**src/rtl/div_repeated_sub.sv**
```systemverilog
// div_repeated_sub: unsigned divider by repeated subtraction (start/busy/done handshake, div_by_zero flag)
module div_repeated_sub #(
  parameter int WIDTH = 16
) (
  input  logic             clk,
  input  logic             clr,
  input  logic             start,
  input  logic [WIDTH-1:0] dividend,
  input  logic [WIDTH-1:0] divisor,
  output logic             busy,
  output logic             done,
  output logic [WIDTH-1:0] quotient,
  output logic [WIDTH-1:0] remainder,
  output logic             div_by_zero
);
  localparam logic [1:0] IDLE  = 2'd0;
  localparam logic [1:0] CHECK = 2'd1;
  localparam logic [1:0] SUB   = 2'd2;
  localparam logic [1:0] DONE  = 2'd3;
  logic [1:0]       state;
  logic [WIDTH-1:0] a, b, q;
  assign busy = state != IDLE;
  assign done = state == DONE;
  always_ff @(posedge clk) begin
    if (clr) begin
      state       <= IDLE;
      a           <= '0;
      b           <= '0;
      q           <= '0;
      quotient    <= '0;
      remainder   <= '0;
      div_by_zero <= 1'b0;
    end else begin
      case (state)
        IDLE: if (start) begin
          a     <= dividend;
          b     <= divisor;
          q     <= '0;
          state <= CHECK;
        end
        CHECK: if (b == '0) begin
          quotient    <= '1;
          remainder   <= a;
          div_by_zero <= 1'b1;
          state       <= DONE;
        end else state <= SUB;
        SUB: if (a >= b) begin
          a <= a - b;
          q <= q + 1'b1;
        end else begin
          quotient    <= q;
          remainder   <= a;
          div_by_zero <= 1'b0;
          state       <= DONE;
        end
        default: state <= IDLE;
      endcase
    end
  end
endmodule
```
**config.mk**
```make
export PLATFORM = sky130hd
export DESIGN_NAME = div_repeated_sub
export DESIGN_NICKNAME = d
export VERILOG_FILES = /design/src/rtl/div_repeated_sub.sv
export SDC_FILE = /design/constraint.sdc
export NUM_CORES = 1
export LEC_CHECK = 0
export BUFFER_PORTS_ARGS = -buffer_cell sky130_fd_sc_hd__buf_2
export CAP_MARGIN = 25
export CELL_PAD_IN_SITES_DETAIL_PLACEMENT = 1
export CELL_PAD_IN_SITES_GLOBAL_PLACEMENT = 2
export CORE_AREA = 5 5 101 141
export CTS_BUF_LIST = sky130_fd_sc_hd__clkbuf_8 sky130_fd_sc_hd__clkbuf_16
export DETAILED_ROUTE_END_ITERATION = 8
export DIE_AREA = 0 0 106 146
export MAX_ROUTING_LAYER = met4
export PLACE_DENSITY_LB_ADDON = 0.3
export SLEW_MARGIN = 20
export SYNTH_ARGS = -nofsm -noshare
export SYNTH_HDL_FRONTEND = slang
export SYNTH_SLANG_ARGS = --single-unit
```
**constraint.sdc**
```tcl
create_clock -name clk -period 6.1 [get_ports clk]
set_input_delay 0 -clock clk [delete_from_list [all_inputs] [get_ports clk]]
set_output_delay 0 -clock clk [all_outputs]
set_load 0.01 [all_outputs]
```
# After elaboration in Yosys (flattened, before gate mapping)
# Cells that the tools add are included.
# word_totals
register_bits	83
in_bits	35
word_cells	45
# op_classes
n_reduce_logical	9
n_lt_le_gt_ge	1
n_addsub	2
eq_ne	7
n_mux	19
# ops
operator	n
$mux W16	8
$pmux W16 S2	4
$add A16 B1 Y16 const B	1
$ge A16 B16 Y1	1
$logic_not A16 Y1	1
$sub A16 B16 Y16	1
$ne A2 B2 Y1 const B	4
$pmux W2 S3	1
$reduce_and A3 Y1	2
$reduce_bool A2 Y1	3
$eq A2 B2 Y1 const B	2
$mux W2	2
$reduce_and A2 Y1	2
$mux W1	3
$eq A2 B1 Y1 const B	1
$logic_not A2 Y1	1
$pmux W1 S2	1

# Depth between registers and ports, before layout
# Gate-level depths: netlist of run 1.
# depth
word_depth	3
ltp_mapped	13
ltp_nobuf	11

# Least setup slack after synthesis of run 1
# OpenSTA, ideal clock, no wires.
# synth_timing
kind	register -> register
start	reg a[0]
end	reg a[14]
t_arrival_ps	2380
n_path_buf	0
path_slack_ps	3596
stages_incl_launch_ff	12
t_required_ps	5976
synth_period_minus_slack_ps	2504
path_cell_list	dfxtp_1 > inv_1 > ha_1 > inv_1 > fa_1 > a21o_1 > a221oi_1 > o21ai_0 > a2111oi_0 > or3_1 > mux2i_1 > a31oi_1
# synth_via
elab_chain_len	3
# synth_rtl
element	line_no	source
from (decl)	21	logic [WIDTH-1:0] a, b, q;
from (signal assigned)	36	a <= dividend;
from (signal assigned)	48	a <= a - b;
$sub A16 B16 Y16 / $ge A16 B16 Y1 (equally long branches)	48, 47	
$mux W16 / $ne A2 B2 Y1 (equally long branches)	-	
$pmux W16 S2 / $reduce_and A3 Y1 (equally long branches)	-	
# Parallel ways exist; a longest one is shown, timed or not. The select of a mux whose other input is x is not followed.
# A chain may end at the register's enable or synchronous reset.

# Worst setup path in the final report of run 1
# layout_timing
start	reg a[0]
end	reg quotient[2]
# layout_via
elab_chain_len	3
# layout_rtl
element	line_no	source
$ge A16 B16 Y1	47	SUB: if (a >= b) begin
$ne A2 B2 Y1 (no source line)	-	
$reduce_and A3 Y1 (no source line)	-	
to (signal assigned)	51	quotient <= q;
to (decl)	12	output logic [WIDTH-1:0] quotient,
# No other way between the ends.

==> results of run 1 <==
## synth_stat cells, types with 2 or more instances
| library cell | count | area [um^2] |
|---|---|---|
| and2_1 | 4 | 25.0 |
| nor4_1 | 3 | 18.8 |
| a22oi_1 | 2 | 15.0 |
| a21o_1 | 10 | 75.1 |
| inv_1 | 24 | 90.1 |
| a2111oi_0 | 3 | 26.3 |
| or4_1 | 4 | 30.0 |
| nand3_1 | 15 | 75.1 |
| buf_4 | 5 | 37.5 |
| buf_2 | 5 | 25.0 |
| a31oi_1 | 14 | 87.6 |
| a2111o_1 | 2 | 22.5 |
| a21oi_1 | 67 | 335 |
| nor2_1 | 49 | 184 |
| buf_6 | 2 | 22.5 |
| a211oi_2 | 3 | 37.5 |
| ha_1 | 22 | 275 |
| dfxtp_1 | 83 | 1660 |
| buf_1 | 2 | 7.51 |
| xnor2_1 | 8 | 70.1 |
| o211ai_1 | 6 | 45.0 |
| a221oi_1 | 2 | 17.5 |
| nand2b_1 | 5 | 31.3 |
| a211oi_1 | 3 | 22.5 |
| o21ai_0 | 18 | 90.1 |
| xor2_1 | 4 | 35.0 |
| o22ai_1 | 19 | 119 |
| or3_1 | 5 | 31.3 |
| mux2i_1 | 10 | 100 |
| nand2_1 | 99 | 372 |
| a2bb2oi_1 | 2 | 17.5 |
| clkbuf_1 | 17 | 63.8 |
| and3_1 | 4 | 25.0 |
| nor3_1 | 2 | 10.0 |
| nand4_1 | 10 | 62.6 |
| and4_1 | 4 | 35.0 |
## critical path, stage by stage (launching register included)
cell and delay (ns):
dfxtp_1 0.32, inv_1 0.06, ha_1 0.16, inv_1 0.06, fa_1 0.40, a21o_1 0.19, a21oi_1 0.23, a2111o_1 0.20
nand3_2 0.30, a22oi_2 0.72, buf_4 0.36, o22ai_1 0.11, nor2_1 0.13
## metal layers
layer / wire (um) / GRT usage
met1: 5230 / 0.189
met2: 7350 / 0.345
met3: 367 / 0.0328
met4: 458 / 0.0732
met5: 0 / -
## cell usage in the layout, fill, tap and decap left out, drive strengths merged, types with 6 or more instances in the layout
cell,count
a31oi,14
clkbuf,9
mux2i,10
ha,22
nand2,99
a211oi,6
a21oi,68
nand4,10
nor2,49
o21ai,19
o22ai,19
dlygate4sd3,23
dfxtp,83
o211ai,6
xnor2,8
clkinvlp,6
inv,25
a21o,10
nand3,16
buf,74
## state kept, by name, summed over array words and instances, names as in the netlist
signal	flops
quotient	16
q	16
remainder	16
div_by_zero	1
a	16
b	16
state	2
## layout make-up
cell class / instances / area [um^2] / area share
repair buffers: 97 / 613 / 0.116
well taps: 153 / 191 / 0.0361
clock buffers: 9 / 225 / 0.0425
flip-flops and latches: 83 / 1660 / 0.314
clock inverters: 7 / 53.8 / 0.0102
multi-input cells: 415 / 2460 / 0.465
inverters: 24 / 90.1 / 0.0170
## power by group
part / leakage, nW / internal [mW] / switching (mW) / total, mW
clock network: 0.116 / 0.277 / 0.240 / 0.517
registers: 0.676 / 0.683 / 0.112 / 0.794
logic: 1.37 / 0.620 / 1.00 / 1.62
total: 2.17 / 1.58 / 1.35 / 2.93
## worst max-delay path by stage
stage               from            to  slack [ns]  cells after the start
floorplan           a[0]         a[14]        3.60                     11
global placement    a[0]   quotient[3]        2.84                     12
detailed placement  b[0]   quotient[2]        2.70                     11
CTS                 a[0]   quotient[2]        2.66                     12
global route        a[0]  remainder[5]        2.48                     12
finish              a[0]   quotient[2]        2.79                     12
## kinds of logic after synthesis
kind of cell             count (synthesis)  synth area share
AND/OR/NAND/NOR                        209             0.215
AO/OA/AOI/OAI                          161             0.233
flip-flops                              83             0.381
buffers and inverters                   55            0.0564
adder cells (fa/ha/maj)                 23            0.0676
XOR/XNOR                                12            0.0241
multiplexers                            10            0.0229
## metrics by stage
step / instance area (um^2) / util / hold WS (ns) / total power [mW] / instances
2_1_floorplan: 4370 / - / 0.0897 / 2.03 / 553
4_1_cts: 5300 / 0.416 / 0.0115 / 2.98 / 788
3_5_place_dp: 4790 / 0.376 / 0.249 / 2.44 / 749
3_3_place_gp: 4790 / 0.376 / 0.241 / 2.41 / 749
6_report: 5300 / 0.416 / 0.0144 / 2.93 / 788
5_1_grt: 5300 / 0.416 / 0.0252 / 3.18 / 788
==> summary.md, run 1 <==
| Metric | Value |
|---|---|
| Core region area | 12800 um^2 |
| Final Skew | 0.0111 ns |
| Initial detailed-routing violation count | 130 |
| RR Endpoint | quotient[2] |
| CP arrival | 3.58 ns |
| R2r startpoint | a[0] |
| Die Ht | 146 um |
| Seq/Total Area, Yosys | 0.381 |
| Status | completed |
| Grt ovf | 0 |
| CTS Hold Bufs | 23 |
| Critical-path maximum fanout | 20 |
| DR pass1 iterations | 4 |
| Mapped Avg Cell Area | 7.90 um^2 |
| Yosys warnings | 0 |
| Reg clk slew, reported paths | 0.07 ns |
| Async set-reset flop share out of synthesis | 0 |
| Io pins | 70 |
| Die W | 106 um |
| Inserted Diodes | 0 |
| Pin count of the biggest net entering global routing | 79 |
| Max-slew violations | 0 |
| Hold depth | 3 |
| H-Tree Depth | 3 |
| Final antenna-violating net count | 0 |
| Cts repair resizes | 0 |
| CTS Buf Count | 9 |
| Startpoint Class | flop |
| Hold Path Sink | a[1] |
| Synth Flop Type | dfxtp_1 |
| Worst R2R Setup Slack | 2.79 ns |
| Post-Route WL | 13400 um |
| Placement row count | 49 |
| Worst skew pair latency | 0.35 ns |
| Die ar. | 15500 um^2 |
| # DRC | 0 |
| Hold Startpoint | dividend[1] |
| Initial Util | 0.342 |
| Filler instances | 1585 |
| Mapped Nets | 611 |
| Post-Synthesis Cells | 553 |
| Crit Path Category | reg -> reg |
| First-pass GRT wire length | 22400 um |
| Tcrit/Tclk final | 0.543 |
| Leakage power | 2.17 nW |
| Normalized max-slew margin | 0.411 |
| DR WL/cell | 17.0 um |
| CTS tree | built |
| Port buffer count | 69 |
| Total negative slack | 0 ns |
| Yosys reg bits | 83 |
| Unrepaired setup endpoints after global routing | false |
| Worst reg-to-reg path cell count | 12 |
| Vias in the first global route | 4544 |
| Fin crit period | 3.31 ns |
| Net count, final | 688 |
| GP Congestion | 0.833 |
| Post-synth EDFFs | 0 |
| Measured slew at the worst slew-check pin | 0.883 ns |
| F_max | 302 MHz |
| Initial antenna violation count | 0 |
| Hold Violations, Final | 0 |
| Worst Path Required | 6.37 ns |
| Setup Fix Bufs, Post-CTS | 0 |
| Pre-CTS WS | 2.70 ns |
| Global Route Usage Sum | 0.185 |
| Maximum VDD drop | 241 uV |
| Final HPWL DP | 9870 um |
| Area grow syn2layout | 21.3% |
| Clock Sinks | 83 |
| Synth cell types | 52 |
| CP Capture Type | flop |
| CTS Buffer Depth | 2 |
| Pwr/cell area | 553 nW/um^2 |
| Syn Std Cell Area | 4370 um^2 |
| DR vias | 4262 |
| Max-Cap Viols | 0 |
| Final Worst Setup Slack | 2.79 ns |
| Root Driver | clkbuf_16 |
| Worst hold path class | in -> reg |
| Layout cells sized above 1 | 0.157 |
| DR vias/cell | 5.41 |
| Final setup violation count | 0 |
Note: power is estimated with default switching activity, not from simulation.
==> inputs of run 2 (changes only) <==
Settings changed: ABC_AREA set to 1, CORE_AREA 5 5 101 141 to 5 5 113 158, DIE_AREA 0 0 106 146 to 0 0 118 163.
Clock period 6.1 ns to 3.3 ns, I/O delays scaled along.
==> run 2 against run 1 <==
Net effect:
- the flow now finishes with violations (negative hold slack)
- final area rose by 11%
- worst setup slack got worse by 2.2 ns
- sequential share of layout area shrank 3.1 points
- non-clock buffer count decreased by 7
- sequential cell count unchanged
- critical path depth rose by 2
- cell count up 34%
- count of clock-buffer cells in the layout stayed put
- die area is 24% higher
- highest routed layer unchanged
==> summary.md, run 2 <==
| Metric | Value |
|---|---|
| Status | complete, but fails checks |
| Failing checks | negative hold slack |
| Area grow syn2layout | 18.3% |
| CP startpoint | a[0] |
| Post-route core utilization | 0.358 (-0.0572) |
| Compound-cell area share of the yosys netlist | 0.113 (-0.120) |
| CP arrival | 2.92 ns (-0.66 ns) |
| Pwr/cell area | 1010 nW/um^2 (+82%) |
| DR vias/cell | 4.84 (-11%) |
| Reg clk slew, reported paths | 0.07 ns (about the same) |
| Final Worst Setup Slack | 0.623 ns (-2.17 ns) |
| DR vias | 5104 (+20%) |
| Sequential Area | 1660 um^2 (unchanged) |
| Fin area | 5870 um^2 (+11%) |
| Die ar. | 19200 um^2 (+24%) |
| Fin cells | 1055 (+34%) |
| DR pass1 iterations | 4 (unchanged) |
| Mapped Avg Cell Area | 6.35 um^2 (-20%) |
| DP Area | 5420 um^2 (+13%) |
| Yosys reg bits | 83 (unchanged) |
| Hold Violations, Final | 1 (+1) |
| Die W | 118 um (+11%) |
| First-pass GRT wire length | 27500 um (+23%) |
| XOR/XNOR share of the synthesized area | 0.0123 (-0.0117) |
| Dominant cell type by area after synthesis | dfxtp_1 |
| Synth top area cells | dfxtp_1 33%, nand2_1 15%, nor2_1 9.4%, nand3_1 8.5%, a21oi_1 7.5% |
| Syn Std Cell Area | 4970 um^2 (+14%) |
| Crit-path slowest cell | nand2_4 |
| Worst R2R Setup Slack | 0.62 ns (-2.17 ns) |
| Core region area | 16400 um^2 (+29%) |
| Synth Area in Simple Gates | 0.377 (+0.161) |
| Worst reg-to-reg path cell count | 14 (+2) |
| Root Driver | clkbuf_16 |
| CTS Buf Count | 9 (unchanged) |
| Layout cells sized above 1 | 0.133 (-0.0249) |
| Synth cell types | 37 (-29%) |
| Commonest non-fill, non-tap cell in the layout | nand2_1 |
| Clock Sinks | 83 (unchanged) |
| Mux cell area share after synthesis | 0.00202 (-0.0209) |
| CTS Buffer Depth | 2 (unchanged) |
| Initial detailed-routing violation count | 253 (+95%) |
| Critical-path maximum fanout | 35 (+75%) |
| Measured slew at the worst slew-check pin | 0.889 ns (+0.00562 ns) |
| Post-Synthesis Cells | 782 (+41%) |
| Crit Path Category | reg -> reg |
| Net count, final | 905 (+32%) |
| Initial Util | 0.303 (-0.0395) |
| Max-Cap Viols | 0 (unchanged) |
| H-Tree Depth | 3 (unchanged) |
| Most frequent cell after synthesis | nand2_1 |
| GP Congestion | 0.891 (+7.0%) |
| Pre-CTS WS | 0.605 ns (-2.10 ns) |
| Max-slew violations | 0 (unchanged) |
| Top-area cell type share of the netlist area | 0.335 (-0.0460) |
| Yosys warnings | 0 (unchanged) |
| Placement row count | 56 (+14%) |
| CTS tree | built |
| Initial antenna violation count | 0 (unchanged) |
| Synth Flop Type | dfxtp_1 |
| Final Skew | 0.00946 ns (-0.00167 ns) |
| Crit-path cells | inv_1 -> ha_1 -> inv_1 -> fa_1 -> nand2_1 -> nand2_1 -> nand3_2 -> nand3_1 -> nand2_2 -> nand3_4 -> nand2_4 -> inv_2 -> nor2_1 -> nor2_1 |
| Maximum VDD drop | 400 uV (+66%) |
| Port buffer count | 69 (unchanged) |
| Seq/Total Area, Yosys | 0.335 (-0.0460) |
| Fin crit period | 2.68 ns (-0.635 ns) |
| Async set-reset flop share out of synthesis | 0 (unchanged) |
| Total negative slack | 0 ns (unchanged) |
| Hold depth | 5 (+2) |
| Worst skew pair latency | 0.35 ns (about the same) |
| Worst Path Required | 3.54 ns (-2.83 ns) |
| RR Endpoint | q[2] |
| Post-synth top cells | 198 x nand2_1, 124 x nor2_1, 84 x nand3_1 |
| Total power | 5.92 mW (+100%) |
| Post-synthesis adder-cell area fraction | 0.0594 (-0.00818) |
| # DRC | 0 (unchanged) |
| Grt ovf | 0 (unchanged) |
| Setup Fix Bufs, Post-CTS | 0 (unchanged) |
| CP Capture Type | flop |
| Largest family of logic cells by synthesized area | simple AND/OR/NAND/NOR gates |
| Startpoint Class | flop |
| Post-synth EDFFs | 0 (unchanged) |
| Slowest stage delay, CP | 0.43 ns (-0.29 ns) |
| Worst Setup EP | q[2] |
| Vias in the first global route | 5363 (+18%) |
| Worst hold path class | in -> reg |
| Io pins | 70 (unchanged) |
| Worst hold margin | -0.00676 ns (-0.0211 ns) |
| Multi-input logic area | 2810 um^2 (+14%) |
| DR WL/cell | 16.1 um (-5.4%) |
| R2r startpoint | a[0] |
| Mapped Nets | 840 (+37%) |
| Final HPWL DP | 13200 um (+34%) |
| Inserted Diodes | 0 (unchanged) |
| Die Ht | 163 um (+12%) |
| Leakage power | 2.84 nW (+31%) |
| Dpl cells | 1023 (+37%) |
| Most frequent cells in the layout | 198 x nand2_1, 124 x nor2_1, 84 x nand3_1, 83 x dfxtp_1, 80 x inv_1 |
| Post-Route WL | 17000 um (+27%) |
| Pin count of the biggest net entering global routing | 54 (-32%) |
| Final setup violation count | 0 (unchanged) |
| Unrepaired setup endpoints after global routing | false |
| Normalized max-slew margin | 0.406 (-0.00453) |
| Global Route Usage Sum | 0.183 (-0.00154) |
| Tcrit/Tclk final | 0.811 (+0.268) |
| Final antenna-violating net count | 0 (unchanged) |
| Filler instances | 2170 (+37%) |
| F_max | 373 MHz (+24%) |
## run 2: cell count changes after synthesis, moves of 9 or more
cell	previous run	this run
nor2_1	49	124
a31oi_1	14	1
mux2i_1	10	1
o22ai_1	19	1
inv_1	24	79
nand2_1	99	198
nand3_1	15	84
a21o_1	10	0
## run 2: cell families after synthesis
logic type,Yosys count
compound gates,109
xor+xnor,7
fa+ha+maj,23
buf+inv,120
flops,83
mux,1
simple gates,439
## run 2: cell type report
class / count / share of cell area
Multi-Input combinational cell: 579 / 0.478
Clock inverter: 7 / 0.0117
Inverter: 84 / 0.0537
Clock buffer: 9 / 0.0383
Timing Repair Buffer: 90 / 0.0924
Tap cell: 203 / 0.0432
Sequential cell: 83 / 0.283
## run 2: timing repair
item	in CTS	in global routing
hold buffers	16	0
endpoints found under the hold margin	16	0
gates resized for setup	0	0
## run 2: report_power, final
group	switching (mW)	internal [mW]	total [mW]
clock network	0.452	0.586	1.04
logic	2.25	1.10	3.35
registers	0.239	1.29	1.53
## run 2: layer usage
metal | vias up | global-route usage | wire length (um)
li1 | 2612 | - | -
met1 | 2399 | 0.202 | 7050
met2 | 74 | 0.344 | 9140
met3 | 19 | 0.0170 | 410
met4 | 0 | 0.0621 | 376
met5 | - | - | 0
## run 2: how the worst min path moves through the flow
stage	startpoint	to	slack, ns
global route	dividend[10]	a[10]	0.06
global placement	divisor[4]	b[4]	0.28
finish	dividend[10]	a[10]	-0.007
detailed placement	divisor[10]	b[10]	0.29
CTS	dividend[10]	a[10]	0.004
floorplan	divisor[7]	b[7]	0.19
## run 2: worst max-delay path: cells and delay by family (launching register included)
kind	cells	cell delay [ns]
flip-flops	1	0.32
adder cells (fa/ha/maj)	2	0.54
buffers and inverters	3	0.34
AND/OR/NAND/NOR	9	1.33
